## config.mk

```make
export PLATFORM = sky130hd
export DESIGN_NAME = l2_arbiter_flat
export DESIGN_NICKNAME = d
export VERILOG_FILES = /design/src/rtl/l2_arbiter_pkg.sv /design/src/rtl/l2_arbiter_if.sv /design/src/rtl/l2_arbiter_rr_pick2.sv /design/src/rtl/l2_arbiter.sv /design/src/flat_wrapper.sv
export SDC_FILE = /design/constraint.sdc
export NUM_CORES = 1
export LEC_CHECK = 0
export ABC_AREA = 1
export CAP_MARGIN = 15
export CELL_PAD_IN_SITES_DETAIL_PLACEMENT = 2
export CELL_PAD_IN_SITES_GLOBAL_PLACEMENT = 2
export CORE_AREA = 2 2 639 641
export DETAILED_ROUTE_END_ITERATION = 6
export DIE_AREA = 0 0 641 643
export PLACE_DENSITY = 0.37
export SLEW_MARGIN = 5
export SYNTH_ARGS = -nofsm -noshare
export SYNTH_HDL_FRONTEND = slang
export SYNTH_SLANG_ARGS = --single-unit
```

## constraint.sdc

```tcl
create_clock -name clk -period 2.5 [get_ports clk]
set_input_delay 0.25 -clock clk [delete_from_list [all_inputs] [get_ports clk]]
set_output_delay 0.25 -clock clk [all_outputs]
set_load 0.01 [all_outputs]
```

## src/rtl/l2_arbiter_pkg.sv

```systemverilog
// Shared types for the two-master L2 arbiter: FSM states and master identifiers.
package l2_arb_pkg;

  typedef enum logic [1:0] {
    IDLE,
    GRANT0,
    GRANT1,
    RELEASE
  } arb_state_t;

  typedef logic [0:0] master_id_t;

  localparam master_id_t M_ICACHE = 1'b0;
  localparam master_id_t M_DCACHE = 1'b1;

endpackage

```

## src/rtl/l2_arbiter_if.sv

```systemverilog
// Cache-miss request bus. The requester uses the master modport; the side that
// serves the request (and may ask the requester to retry) uses the slave modport.
interface l2_arbiter_if #(
  parameter int ADDR_W = 32,
  parameter int DATA_W = 256
);

  logic              stb;
  logic              cyc;
  logic              write;
  logic [ADDR_W-1:0] addr;
  logic [DATA_W-1:0] wdata;
  logic [DATA_W-1:0] rdata;
  logic              resp;
  logic              retry;

  modport master (
    output stb, cyc, write, addr, wdata,
    input  rdata, resp
  );

  modport slave (
    input  stb, cyc, write, addr, wdata,
    output rdata, resp, retry
  );

endinterface

```

## src/rtl/l2_arbiter_rr_pick2.sv

```systemverilog
// Two-way round-robin picker: on a tie the master that did not win last time
// is chosen; a lone requester always wins.
module rr_pick2
  import l2_arb_pkg::*;
(
  input  logic [1:0] req_i,
  input  master_id_t lastGrant_i,
  output logic       valid_o,
  output master_id_t winner_o
);

  always_comb begin
    valid_o  = |req_i;
    winner_o = M_ICACHE;
    if (req_i == 2'b11) begin
      winner_o = ~lastGrant_i;
    end else if (req_i[1]) begin
      winner_o = M_DCACHE;
    end
  end

endmodule

```

## src/rtl/l2_arbiter.sv

```systemverilog
// Shares the single L2 port between the I-cache and D-cache miss paths, with
// round-robin fairness, a release bubble after each grant and a hang watchdog.
module l2_arbiter
  import l2_arb_pkg::*;
#(
  parameter int TIMEOUT = 1023
) (
  input  logic         clk,
  input  logic         rst_n,
  l2_arbiter_if.slave  m0,
  l2_arbiter_if.slave  m1,
  l2_arbiter_if.master l2,
  output logic         timeout_err,
  output master_id_t   grant_id
);

  localparam int WDOG_W = $clog2(TIMEOUT + 1);
  localparam logic [WDOG_W-1:0] WDOG_LAST = WDOG_W'(TIMEOUT - 1);

  arb_state_t        state_q;
  master_id_t        lastGrant_q;
  master_id_t        grantId_q;
  logic [WDOG_W-1:0] wdog_q;

  logic       pickValid;
  master_id_t pickWinner;
  logic       m0Granted, m1Granted, inGrant, curCyc;
  logic       respHit, abortHit, timeoutHit;
  master_id_t curId;

  rr_pick2 u_pick (
    .req_i      ({m1.stb & m1.cyc, m0.stb & m0.cyc}),
    .lastGrant_i(lastGrant_q),
    .valid_o    (pickValid),
    .winner_o   (pickWinner)
  );

  always_comb begin
    m0Granted = (state_q == GRANT0);
    m1Granted = (state_q == GRANT1);
    inGrant   = m0Granted | m1Granted;
    curCyc    = m1Granted ? m1.cyc : m0.cyc;
    curId     = m1Granted ? M_DCACHE : M_ICACHE;

    // Priority inside a grant: resp beats abort, abort beats the watchdog.
    respHit    = inGrant & l2.resp;
    abortHit   = inGrant & ~l2.resp & ~curCyc;
    timeoutHit = inGrant & ~l2.resp & curCyc & (wdog_q == WDOG_LAST);

    l2.stb   = 1'b0;
    l2.cyc   = 1'b0;
    l2.write = 1'b0;
    l2.addr  = '0;
    l2.wdata = '0;
    if (m0Granted) begin
      l2.stb   = m0.stb;
      l2.cyc   = m0.cyc;
      l2.write = m0.write;
      l2.addr  = m0.addr;
      l2.wdata = m0.wdata;
    end else if (m1Granted) begin
      l2.stb   = m1.stb;
      l2.cyc   = m1.cyc;
      l2.write = m1.write;
      l2.addr  = m1.addr;
      l2.wdata = m1.wdata;
    end

    m0.rdata = m0Granted ? l2.rdata : '0;
    m1.rdata = m1Granted ? l2.rdata : '0;
    m0.resp  = m0Granted & l2.resp;
    m1.resp  = m1Granted & l2.resp;
    m0.retry = m0.stb & m0.cyc & ~m0.resp;
    m1.retry = m1.stb & m1.cyc & ~m1.resp;

    timeout_err = timeoutHit;
    grant_id    = grantId_q;
  end

  always_ff @(posedge clk) begin
    if (!rst_n) begin
      state_q     <= IDLE;
      lastGrant_q <= M_DCACHE;
      grantId_q   <= M_ICACHE;
      wdog_q      <= '0;
    end else begin
      case (state_q)
        IDLE: begin
          if (pickValid) begin
            state_q   <= (pickWinner == M_DCACHE) ? GRANT1 : GRANT0;
            grantId_q <= pickWinner;
            wdog_q    <= '0;
          end
        end
        GRANT0, GRANT1: begin
          if (respHit | abortHit | timeoutHit) begin
            lastGrant_q <= curId;
            state_q     <= abortHit ? IDLE : RELEASE;
          end else begin
            wdog_q <= wdog_q + WDOG_W'(1);
          end
        end
        RELEASE: state_q <= IDLE;
        default: state_q <= IDLE;
      endcase
    end
  end

endmodule

```

## src/flat_wrapper.sv

```systemverilog
// flat-port wrapper written by rule: the top's interface ports become plain ports
module l2_arbiter_flat import l2_arb_pkg::*;
#(
  parameter int TIMEOUT = 1023
)
  (clk, rst_n, timeout_err, grant_id, m0_stb, m0_cyc, m0_write, m0_addr, m0_wdata, m0_rdata, m0_resp, m0_retry, m1_stb, m1_cyc, m1_write, m1_addr, m1_wdata, m1_rdata, m1_resp, m1_retry, l2_stb, l2_cyc, l2_write, l2_addr, l2_wdata, l2_rdata, l2_resp);
  l2_arbiter_if #(.ADDR_W(32), .DATA_W(256)) m0_i ();
  l2_arbiter_if #(.ADDR_W(32), .DATA_W(256)) m1_i ();
  l2_arbiter_if #(.ADDR_W(32), .DATA_W(256)) l2_i ();
  input  logic clk;
  input  logic rst_n;
  output logic timeout_err;
  output master_id_t grant_id;
  input wire logic [$bits(m0_i.stb)-1:0] m0_stb;
  input wire logic [$bits(m0_i.cyc)-1:0] m0_cyc;
  input wire logic [$bits(m0_i.write)-1:0] m0_write;
  input wire logic [$bits(m0_i.addr)-1:0] m0_addr;
  input wire logic [$bits(m0_i.wdata)-1:0] m0_wdata;
  output wire logic [$bits(m0_i.rdata)-1:0] m0_rdata;
  output wire logic [$bits(m0_i.resp)-1:0] m0_resp;
  output wire logic [$bits(m0_i.retry)-1:0] m0_retry;
  input wire logic [$bits(m1_i.stb)-1:0] m1_stb;
  input wire logic [$bits(m1_i.cyc)-1:0] m1_cyc;
  input wire logic [$bits(m1_i.write)-1:0] m1_write;
  input wire logic [$bits(m1_i.addr)-1:0] m1_addr;
  input wire logic [$bits(m1_i.wdata)-1:0] m1_wdata;
  output wire logic [$bits(m1_i.rdata)-1:0] m1_rdata;
  output wire logic [$bits(m1_i.resp)-1:0] m1_resp;
  output wire logic [$bits(m1_i.retry)-1:0] m1_retry;
  output wire logic [$bits(l2_i.stb)-1:0] l2_stb;
  output wire logic [$bits(l2_i.cyc)-1:0] l2_cyc;
  output wire logic [$bits(l2_i.write)-1:0] l2_write;
  output wire logic [$bits(l2_i.addr)-1:0] l2_addr;
  output wire logic [$bits(l2_i.wdata)-1:0] l2_wdata;
  input wire logic [$bits(l2_i.rdata)-1:0] l2_rdata;
  input wire logic [$bits(l2_i.resp)-1:0] l2_resp;
  assign m0_i.stb = m0_stb;
  assign m0_i.cyc = m0_cyc;
  assign m0_i.write = m0_write;
  assign m0_i.addr = m0_addr;
  assign m0_i.wdata = m0_wdata;
  assign m0_rdata = m0_i.rdata;
  assign m0_resp = m0_i.resp;
  assign m0_retry = m0_i.retry;
  assign m1_i.stb = m1_stb;
  assign m1_i.cyc = m1_cyc;
  assign m1_i.write = m1_write;
  assign m1_i.addr = m1_addr;
  assign m1_i.wdata = m1_wdata;
  assign m1_rdata = m1_i.rdata;
  assign m1_resp = m1_i.resp;
  assign m1_retry = m1_i.retry;
  assign l2_stb = l2_i.stb;
  assign l2_cyc = l2_i.cyc;
  assign l2_write = l2_i.write;
  assign l2_addr = l2_i.addr;
  assign l2_wdata = l2_i.wdata;
  assign l2_i.rdata = l2_rdata;
  assign l2_i.resp = l2_resp;
  l2_arbiter #(.TIMEOUT(TIMEOUT)) u_core (.clk(clk), .rst_n(rst_n), .m0(m0_i), .m1(m1_i), .l2(l2_i), .timeout_err(timeout_err), .grant_id(grant_id));
endmodule
```

==> flow_summary.yaml <==
outcome:
  outcome: "finished clean"
floorplan:
  core-area_um2: 405000
  initial_core_util_pct: 2.27
  fp-row-count: 234
  num_io_pins: 1650
  die_w_um: 641
  die_area_um2: 412000
  die_y_um: 643
cts:
  cts_tree: "yes"
  numCtsBuffers: 3
  clock_sinks: 14
  ctsHoldBuffers: 0
  clk_latency_ps: 250
  clockRootBuffer: "clkbuf_16"
  cts_max_level: 1
  path_clk_slew_ps: 50
  cts_buffer_depth: 2
place:
  dpl.cell_count: 9292
  dpl_cell_area_um2: 35900
  place_ws_ps: -180
  portBuffers: 1649
  place_hpwl_um: 304000
  place_congestion: 1.05
sta:
  whs_ps: 476
  fmax_ghz: 0.403
  setup_violations: 0
  relSlewSlack_pct: 62.1
  final_hold_viol_count: 0
  finalCritPeriodShare_pct: 99.2
  tightest_slew_ps: 566
  finalMaxSlewViolations: 0
  period_needed_ps: 2480
  setup_slack_ps: 19.4
  finClkSkew_ps: 2.31
min_path:
  hold_class: "register to register"
worst_setup_path:
  startpoint: "u_core.state_q[1]$_SDFFE_PN0P_"
  r2r_slack_ps: 600
  crit_arrival_ps: 2230
  ff2ff_path_depth: 9
  worst-setup-path-type: "register to output port"
  cp_slowest_cell: "bufbuf_16"
  cp-end-kind: "output port"
  crit_path_start_kind: "register"
  slowest_delay_ps: 370
  endpoint: "l2_wdata[127]"
  cp_max_fo: 20
  worstReg2RegEnd: "u_core.wdog_q[3]$_SDFFE_PN0P_"
  worstReg2RegStart: "u_core.state_q[1]$_SDFFE_PN0P_"
  worstPathRequired_ps: 2250
  crit_path_cell_trace: "inv_2, ha_4, buf_12, clkinv_16, bufbuf_16, nand3_1, nand2_1, clkdlybuf4s15_2"
final_layout:
  syn2layout_area_growth_pct: 311
  utilization_pct: 9.34
  finalInstanceArea_um2: 37800
  nFillCells: 48300
  final_nets: 4803
  drive_above_1_share_pct: 15.3
  fin_cells: 9447
drt:
  wire_per_inst_um: 34.9
  dr.first_iter.drc_count: 1114
  drt-vias-per-instance: 2.39
  dr.pass1.iters: 5
  wl_um: 329000
  postRouteAntennaNets: 0
  vias: 22600
  drcViolationCount: 0
synth:
  avgSynthCellArea_um2: 4.15
  netlist_area_um2: 9210
  synth_top_area_share_pct: 46.6
  async_flop_share_pct: 0
  synth-main-ff-cell: "dfxtp_1"
  synth_mux_area_share_pct: 0
  synth_fa_ha_area_share_pct: 0.951
  synth_xor_xnor_area_share_pct: 0.0951
  synth-simple-area-share_pct: 65.4
  synth_cell_types: 24
  yosysTopAreaCell: "nand2_1"
  synth_common_cells: "1143 x nand2_1, 544 x inv_1, 298 x nand3_1"
  synth.most_common_cell: "nand2_1"
  synthCells: 2222
  synth-compound-area-share_pct: 1.21
  synth_edf_count: 0
  ys_warn_count: 0
  synth_nets: 3070
  ys_seq_area_share_pct: 3.04
  synth_area_leaders: "nand2_1 47%, inv_1 22%, nand3_1 16%"
  synth_top_family_by_area: "simple AND/OR/NAND/NOR gates"
  synth_seq_cells: 14
power:
  switchingPower_mw: 19.8
  power.share.clock_pct: 0.9
  ir_drop_uv: 339
  p_leak_nw: 20.0
  swShare_pct: 56.4
  p_int_mw: 15.3
  power_density_nw_per_um2: 928
  pwr-share-seq_pct: 0.9
  comb_power_share_pct: 98.2
job:
  maxCapViolCount: 0
global_routing:
  grt_pass1_vias: 23800
  track_usage_pct: 15.2
  grt_max_degree: 41
  antenna_found_initial: 271
  grt_pass1_wl_um: 381000
  grt_overflow: 0
==> critical path: cells and delay by family (launching register included) <==
family	cells	cell delay (ps)
buffers and inverters	5	1000
flip-flops	1	340
AND/OR/NAND/NOR	2	330
adder cells (fa/ha/maj)	1	190
==> per-layer routing <==
metal	vias up	share of wire (%)	GRT usage [%]
met5	-	0.26	0
met3	474	10	6.65
met2	1266	54	29.8
met1	10800	33	14.8
li1	9905	-	-
met4	130	2.3	2.23
==> layout make-up <==
| cell class | instances | area, um2 | area share (%) |
|---|---|---|---|
| Inverter | 546 | 2080 | 5.49 |
| Sequential cell | 14 | 283 | 0.747 |
| Multi-Input combinational cell | 1508 | 6420 | 17.0 |
| Timing Repair Buffer | 1882 | 22000 | 58.2 |
| Clock buffer | 3 | 75.1 | 0.198 |
| Tap cell | 5428 | 6790 | 17.9 |
| Antenna cell | 66 | 165 | 0.436 |
==> repair_timing <==
item | in CTS | in global routing
gates resized for setup | 479 | 102
cloned | 26 | 6
endpoints found under the setup margin | 537 | 215
setup buffers | 35 | 24
pin swaps | 3 | 0
==> stage by stage <==
step	power, mW	TNS, ps
floorplan	9.19	0
global placement	34.0	-746
detailed placement	34.0	-693
CTS	36.6	-5420
global route	37.8	-19.2
finish	35.1	0
==> worst min path at each step <==
| stage | end | startpoint | cells past startpoint | slack (ps) |
|---|---|---|---|---|
| 2_1_floorplan | u_core.wdog_q[6]$_SDFFE_PN0P_ | rst_n | 2 | 370 |
| 3_3_place_gp | u_core.lastGrant_q$_SDFFE_PN1P_ | u_core.lastGrant_q$_SDFFE_PN1P_ | 2 | 470 |
| 3_5_place_dp | u_core.lastGrant_q$_SDFFE_PN1P_ | u_core.lastGrant_q$_SDFFE_PN1P_ | 2 | 470 |
| 4_1_cts | u_core.lastGrant_q$_SDFFE_PN1P_ | u_core.lastGrant_q$_SDFFE_PN1P_ | 2 | 490 |
| 5_1_grt | u_core.lastGrant_q$_SDFFE_PN1P_ | u_core.lastGrant_q$_SDFFE_PN1P_ | 2 | 540 |
| 6_report | u_core.lastGrant_q$_SDFFE_PN1P_ | u_core.lastGrant_q$_SDFFE_PN1P_ | 2 | 480 |
==> cells in the final DEF, fill, tap and decap left out, types with 18 or more instances in the layout <==
master / n
buf_16: 32
dlymetal6s2s_1: 71
buf_4: 172
clkdlybuf4s50_1: 937
nand2_2: 22
nand3_1: 287
inv_1: 536
buf_12: 287
dlygate4sd2_1: 329
nand2_1: 1115
diode_2: 66
nor2_1: 18
==> kinds of logic after synthesis <==
| group | Yosys count |
|---|---|
| buf+inv | 700 |
| simple gates | 1480 |
| xor+xnor | 1 |
| flops | 14 |
| compound gates | 20 |
| fa+ha+maj | 7 |
==> power by group through the flow <==
stage	logic [mW]	registers, mW	clock network [mW]
6_report	34.5	0.305	0.324
5_1_grt	37.2	0.312	0.343
4_1_cts	35.9	0.304	0.334
3_5_place_dp	33.7	0.306	0
3_3_place_gp	33.7	0.305	0
2_1_floorplan	8.89	0.296	0
==> state kept, by name, indices dropped and copies added, names as in the netlist <==
register	count
u_core.grant_id	1
u_core.lastGrant_q	1
u_core.state_q	2
u_core.wdog_q	10
No activity file was read; power rests on OpenSTA's default activity.
